**src/rtl/mips_cpu_hilo_muldiv.sv**
```systemverilog
// Iterative MIPS multiply/divide unit owning HI/LO: shift-add multiply, restoring divide,
// 32 iterations plus a sign-fix cycle; MTHI/MTLO complete in a single cycle.
module mips_cpu_hilo_muldiv #(
   parameter logic [31:0] DIV0_LO = 32'hFFFFFFFF
) (
   input  logic        clk,
   input  logic        reset,
   input  logic        clk_enable,
   input  logic        start,
   input  logic [2:0]  op,
   input  logic [31:0] op_a,
   input  logic [31:0] op_b,
   output logic        busy,
   output logic        done,
   output logic [31:0] hi,
   output logic [31:0] lo
);

   typedef enum logic [1:0] {
      S_IDLE = 2'd0,
      S_RUN  = 2'd1,
      S_FIX  = 2'd2
   } state_t;

   state_t      r_state;
   state_t      w_state_next;

   // r_acc is {product} for multiply and {remainder, dividend/quotient} for divide
   logic [63:0] r_acc;
   logic [31:0] r_opnd;
   logic [4:0]  r_cnt;
   logic        r_is_div;
   logic        r_neg_lo;
   logic        r_neg_hi;
   logic        r_div0;
   logic [31:0] r_hi;
   logic [31:0] r_lo;
   logic        r_done;

   logic        w_signed;
   logic [31:0] w_abs_a;
   logic [31:0] w_abs_b;
   logic [32:0] w_mul_sum;
   logic [63:0] w_mul_acc;
   logic [32:0] w_div_shift;
   logic        w_div_ge;
   logic [31:0] w_div_diff;
   logic [63:0] w_div_acc;
   logic [63:0] w_prod_fix;
   logic [31:0] w_quo_fix;
   logic [31:0] w_rem_fix;

   assign w_signed = ~op[0];
   assign w_abs_a  = (w_signed && op_a[31]) ? (32'd0 - op_a) : op_a;
   assign w_abs_b  = (w_signed && op_b[31]) ? (32'd0 - op_b) : op_b;

   assign w_mul_sum = {1'b0, r_acc[63:32]} + (r_acc[0] ? {1'b0, r_opnd} : 33'd0);
   assign w_mul_acc = {w_mul_sum, r_acc[31:1]};

   // Remainder is below the divisor, so when the trial subtraction succeeds the
   // difference always fits in 32 bits.
   assign w_div_shift = r_acc[63:31];
   assign w_div_ge    = (w_div_shift >= {1'b0, r_opnd});
   assign w_div_diff  = w_div_shift[31:0] - r_opnd;
   assign w_div_acc   = w_div_ge ? {w_div_diff, r_acc[30:0], 1'b1}
                                 : {w_div_shift[31:0], r_acc[30:0], 1'b0};

   assign w_prod_fix = r_neg_lo ? (64'd0 - r_acc) : r_acc;
   assign w_quo_fix  = r_neg_lo ? (32'd0 - r_acc[31:0]) : r_acc[31:0];
   assign w_rem_fix  = r_neg_hi ? (32'd0 - r_acc[63:32]) : r_acc[63:32];

   always_comb begin
      w_state_next = r_state;
      case (r_state)
         S_IDLE:  if (start && !op[2]) w_state_next = S_RUN;
         S_RUN:   if (r_cnt == 5'd31) w_state_next = S_FIX;
         S_FIX:   w_state_next = S_IDLE;
         default: w_state_next = S_IDLE;
      endcase
   end

   always_ff @(posedge clk) begin
      if (!reset) begin
         r_state  <= S_IDLE;
         r_acc    <= 64'd0;
         r_opnd   <= 32'd0;
         r_cnt    <= 5'd0;
         r_is_div <= 1'b0;
         r_neg_lo <= 1'b0;
         r_neg_hi <= 1'b0;
         r_div0   <= 1'b0;
         r_hi     <= 32'd0;
         r_lo     <= 32'd0;
         r_done   <= 1'b0;
      end else if (clk_enable) begin
         r_state <= w_state_next;
         r_done  <= 1'b0;
         case (r_state)
            S_IDLE: begin
               if (start) begin
                  case (op)
                     3'b100: r_hi <= op_a;
                     3'b101: r_lo <= op_a;
                     3'b000, 3'b001, 3'b010, 3'b011: begin
                        r_is_div <= op[1];
                        r_cnt    <= 5'd0;
                        r_neg_lo <= w_signed & (op_a[31] ^ op_b[31]);
                        r_neg_hi <= w_signed & op_a[31];
                        r_div0   <= op[1] & (op_b == 32'd0);
                        // Divide walks the dividend through the low half; multiply walks the multiplier
                        if (op[1]) begin
                           r_opnd <= w_abs_b;
                           r_acc  <= {32'd0, w_abs_a};
                        end else begin
                           r_opnd <= w_abs_a;
                           r_acc  <= {32'd0, w_abs_b};
                        end
                     end
                     default: ;
                  endcase
               end
            end
            S_RUN: begin
               r_acc <= r_is_div ? w_div_acc : w_mul_acc;
               r_cnt <= r_cnt + 5'd1;
            end
            S_FIX: begin
               r_done <= 1'b1;
               if (r_is_div) begin
                  // A zero divisor leaves |dividend| as remainder, so the sign fix restores op_a
                  r_hi <= w_rem_fix;
                  r_lo <= r_div0 ? DIV0_LO : w_quo_fix;
               end else begin
                  r_hi <= w_prod_fix[63:32];
                  r_lo <= w_prod_fix[31:0];
               end
            end
            default: ;
         endcase
      end
   end

   assign busy = (r_state != S_IDLE);
   assign done = r_done;
   assign hi   = r_hi;
   assign lo   = r_lo;

endmodule
```
**config.mk**
```make
export PLATFORM = sky130hd
export DESIGN_NAME = mips_cpu_hilo_muldiv
export DESIGN_NICKNAME = d
export VERILOG_FILES = /design/src/rtl/mips_cpu_hilo_muldiv.sv
export SDC_FILE = /design/constraint.sdc
export NUM_CORES = 1
export LEC_CHECK = 0
export BUFFER_PORTS_ARGS = -buffer_cell sky130_fd_sc_hd__buf_4
export CORE_MARGIN = 4
export CORE_UTILIZATION = 35
export DETAILED_ROUTE_END_ITERATION = 7
export PLACE_DENSITY = 0.61
export SLEW_MARGIN = 20
export SYNTH_ARGS = -nofsm -noshare
export SYNTH_HDL_FRONTEND = slang
export SYNTH_SLANG_ARGS = --single-unit
```
**constraint.sdc**
```tcl
create_clock -name clk -period 9.4 [get_ports clk]
set_input_delay 1.41 -clock clk [delete_from_list [all_inputs] [get_ports clk]]
set_output_delay 1.41 -clock clk [all_outputs]
set_load 0.02 [all_outputs]
```
### Yosys cells after proc, flatten, opt, wreduce, memory -nomap -nowiden

Cells that the tools add are included.

* register bits: 172
* output and inout bits: 66

* order comparisons: 1
* add/sub/neg operators: 8
* reductions and logical operators: 16
* equal/unequal tests: 14
* muxes and demuxes: 29
* bitwise gates (word level): 5

Operators by type and width (count)
* $mux W32: 14
* $mux W64: 5
* $pmux W32 S2: 2
* $pmux W64 S2: 1
* $sub A1 B32 Y32 const A: 4
* $sub A1 B64 Y64 const A: 1
* $add A32 B32 Y33: 1
* $ge A33 B32 Y1: 1
* $logic_not A32 Y1: 1
* $sub A32 B32 Y32: 1
* $reduce_and A4 Y1: 4
* $mux W5: 2
* $pmux W5 S2: 1
* $ne A2 B2 Y1 const B: 4
* $eq A3 B2 Y1 const B: 2
* $eq A3 B3 Y1 const B: 2
* $reduce_bool A2 Y1: 3
* $add A5 B1 Y5 const B: 1
* $eq A5 B5 Y1 const B: 1
* $mux W2: 2
* $ne A2 B1 Y1 const B: 2
* $pmux W2 S2: 1
* $reduce_or A4 Y1: 1
* $and A1 B1 Y1: 3
* 11 further kinds: 13

### Depth between registers and ports, before layout

* depth after elaboration: 7
* gate-level depth with buffers: 15

### Least setup slack after synthesis

No wires, ideal clock.

* path kind: input -> register
* from: in op_a[1]
* to: reg r_opnd[27]
* slack: 5.779 ns
* stages on the path: 10
* arrival: 3.506 ns
* buffers on the path: 0
* cell sequence: or4_1 or3_1 and4bb_2 nand3_2 o31ai_4 xor2_1 nor2_1 a21oi_1 o21ai_0 and2_1

* word-level cells in the longest chain between the ends: 3

Ends and longest elaborated chain
* start, declared: line 11 `input logic [31:0] op_a,`
* $sub A1 B32 Y32: line 54 `assign w_abs_a = (w_signed && op_a[31]) ? (32'd0 - op_a) : op_a;`
* $mux W32: line 54
* $mux W32: line 111 `if (op[1]) begin`
* end signal, assigned: line 112 `r_opnd <= w_abs_b;`
* end signal, assigned: line 115 `r_opnd <= w_abs_a;`
* end, declared: line 30 `logic [31:0] r_opnd;`

Every way passes these cells.
A chain may end at the register's enable or synchronous reset.

### Worst setup path after layout

* from: reg r_acc[32]
* to: reg r_acc[61]

* word-level cells in the longest chain between the ends: 4
* elaborated cells on any way between the ends: 6
* those cells by class: add/sub (2); order compare (1); mux (3)

Ends and longest elaborated chain
* start, declared: line 29 `logic [63:0] r_acc;`
* start signal, assigned: line 113 `r_acc <= {32'd0, w_abs_a};`
* start signal, assigned: line 116 `r_acc <= {32'd0, w_abs_b};`
* start signal, assigned: line 124 `r_acc <= r_is_div ? w_div_acc : w_mul_acc;`
* $sub A32 B32 Y32 / $ge A33 B32 Y1 (equally long branches): line 64, 63
* $mux W64: line 65 `assign w_div_acc = w_div_ge ? {w_div_diff, r_acc[30:0], 1'b1}`
* $mux W64 *: line 124
* $pmux W64 S2 *: line 98 `case (r_state)`

Every way passes the cells marked *; elsewhere a longest branch is shown, timed or not.

==> results.md <==
* Worst-Skew Late Latency at 0.46 ns
* Vias in the first global route at 14400
* Met2 Use GR at 38.6%
* CP dominant cell by count: a21oi_1
* Syn Std Cell Area at 0.0148 sq mm
* Crit path max-delay family: compound AO/OA/AOI/OAI gates
* Gr usage total at 24.0%
* Status: finished, final reports clean
* Final slew viol count at 0
* Worst-Margin Slew at 1.12 ns
* Setup violators final at 0
* FF+latch count, synth at 172
* Initial DRT Pass Iterations at 5
* Global routing's busiest layer: met2
* Cts bufs inserted at 17
* Setup bufs post-CTS at 0
* Syn Nets at 2155
* Post-synth top area share at 23.3%
* Met3 usage at 4.04%
* Register area share after synthesis at 23.3%
* CP Capture Type: flop
* Drt via density at 5.96
* EDFF count, synth at 0
* Worst rel slew slack at 24.6%
* Arrival time worst endpoint at 4.55 ns
* Critical Path RT at 9.76 ns
* Die Wd at 214 microns
* Placement Setup Slack at 5.17 ns
* First-pass GRT wire length at 85200 microns
* Die Ht at 214 microns
* Clk sink count at 172
* Synth unique cells at 84
* Htree depth at 4
* I/O Buffers at 136
* Clock-pin slew on the worst setup and hold paths at 0.08 ns
* WL per Instance at 21.8 microns
* GP Congestion at 0.926
* DRT Wirelength at 56700 microns
* Most frequent cells after synthesis: 207 x nand2_1, 204 x nor2_1, 182 x a21oi_1
* DP Wirelength at 43300 microns
* CP Class: flop to flop
* CTS tree: yes
* PwrDens at 129 mW/mm^2
* Largest stage delay, worst path at 1.02 ns
* Most common cell in the netlist: nand2_1
* Placeable Area at 0.0419 sq mm
* Longest Clk Path Bufs at 2
* Maximum clock rate at 238 MHz
* Synth Instances at 2012
* Die area at 0.0456 sq mm
* Vias post-DR at 15500
* Hold/Removal Path Class: flop to flop
* VDD IR-drop max at 0.122 mV
* Setup_tns at 0 ns
* Startpoint types: flop
* Synth area leaders: dfxtp_1 23%, a21oi_1 6.2%, ha_1 5.9%
* Final period util at 44.6%
* Iter 0 DRT Violations at 1541
* Hold_ws at 0.465 ns
* Worst path slowest cell: o311ai_0
* Area grow syn2layout at 12.5%
* Std-Cell Rows at 75
* Mapped Avg Cell Area at 7.36 sq um
* Util after Layout at 39.8%
* Layout cells sized above 1 at 11.2%
* Fin crit period at 4.20 ns
* I/O pin count at 137
* Layout Skew at 0.0141 ns
* Nets at 2187
* Synth Warn # at 0
* # resized after CTS at 0
* Fin. Hold Viols at 0
* Gr ovfl total at 0
* Drc violations at 0
* Fillcell total at 4409
* Dominant cell type by area after synthesis: dfxtp_1
* Largest net degree at the start of global routing at 95
* Buf/Inv on CP at 1
* Met1 Usage GRT at 32.4%
* Max cap viols at 0
* Root Buffer: clkbuf_16
* RSZ-0062 raised after global routing: false
* Commonest register cell after synthesis: dfxtp_1
* Critical path peak fanout at 9
* Initial antenna violation count at 2
* Starting Density at 35.4%
* Cell Chain, Critical Path: ha_1 -> inv_1 -> fa_1 -> nor2b_1 -> o31ai_1 -> a21oi_1 -> a21oi_1 -> o311ai_0 -> a31oi_1 -> xor2_1 -> nand2_1 -> a32o_1
* Hold-fix buffer count after cts at 0
* Leakage Power at 0.00685 uW
* Async S/R FF share, synth at 0%
* Power, Total at 2150 uW
* DRT antenna net count at 0
* Fin worst setup slack at 5.20 ns
==> sequential cells by signal, summed over array words and instances (netlist names) <==
signal	count
r_div0	1
r_neg_lo	1
r_cnt	5
hi	32
r_neg_hi	1
lo	32
r_acc	64
done	1
r_opnd	32
r_state	2
r_is_div	1
==> area by class of cell <==
cell class | count | area (sq um) | area share [%]
antenna | 1 | 2.50 | 0.0150
clock buffer | 18 | 429 | 2.58
clock inverter | 14 | 166 | 0.999
inverter | 69 | 259 | 1.55
multi-input combinational | 1632 | 10500 | 63.3
sequential | 172 | 3440 | 20.7
tap | 539 | 674 | 4.05
timing repair buffer | 152 | 1140 | 6.85
==> report_power, final <==
group / leakage, uW / total [uW] / internal (uW) / switching (uW)
Sequential: 0.00140 / 794 / 753 / 41.7
Clock: 0.000294 / 757 / 382 / 375
Combinational: 0.00516 / 595 / 220 / 375
Total: 0.00685 / 2150 / 1350 / 792
==> worst min-delay path, delay by kind of cell (launching register included) <==
kind	cells	cell delay, ns
flip-flops	1	0.33
AO/OA/AOI/OAI	1	0.06
AND/OR/NAND/NOR	1	0.05
==> cells in the final DEF (no fill, tap or decap), drive strengths merged, types with 6 or more instances in the layout <==
cell      n
ha       70
o41ai    13
o21ai   171
o31ai    21
nand2   207
mux2i    48
inv      78
nor2    204
xnor2    87
a21boi   44
o221ai   23
or4      13
or2       8
o211ai   36
o211a    16
clkbuf   18
a31oi    27
nor3     34
nand2b   10
and2     22
o21a      9
dfxtp   172
a22o      6
a211oi   24
nand4    12
and3     16
nor2b    36
a32oi     9
or3      11
a311o     6
xor2     84
a21oi   183
o21bai   11
buf     152
nand3    46
a22oi    16
a21o     33
nor4     15
==> final timing paths <==
kind / from / endpoint / slack, ns / cells past startpoint
max: r_acc[32] / r_acc[61] / 5.20 / 12
min: hi[17] / hi[17] / 0.46 / 2
max reg2reg: r_acc[32] / r_acc[61] / 5.20 / 12
min reg2reg: hi[17] / hi[17] / 0.46 / 2
==> metal layers <==
metal  vias to the layer above  share of wire [%]
met5                         -                  0
met4                         0                3.9
met3                       102                6.9
met2                       603                 46
met1                      7449                 43
li1                       7324                  -
==> kinds of logic (layout without fill, tap and decap cells) <==
kind of cell / count (synthesis) / in the layout / share of synthesized area, %
AND/OR/NAND/NOR: 653 / 653 / 21.0
flip-flops: 172 / 172 / 23.3
multiplexers: 52 / 52 / 3.55
AO/OA/AOI/OAI: 684 / 684 / 30.2
adder cells (fa/ha/maj): 72 / 72 / 6.19
XOR/XNOR: 171 / 171 / 10.1
buffers and inverters: 208 / 253 / 5.69
other: 0 / 1 / 0
==> per-stage QoR <==
step / cells / area (sq um)
finish: 2597 / 16700
global route: 2597 / 16700
CTS: 2596 / 16600
detailed placement: 2564 / 16100
global placement: 2564 / 16100
floorplan: 2012 / 14800
(Power assumes the default switching activity.)
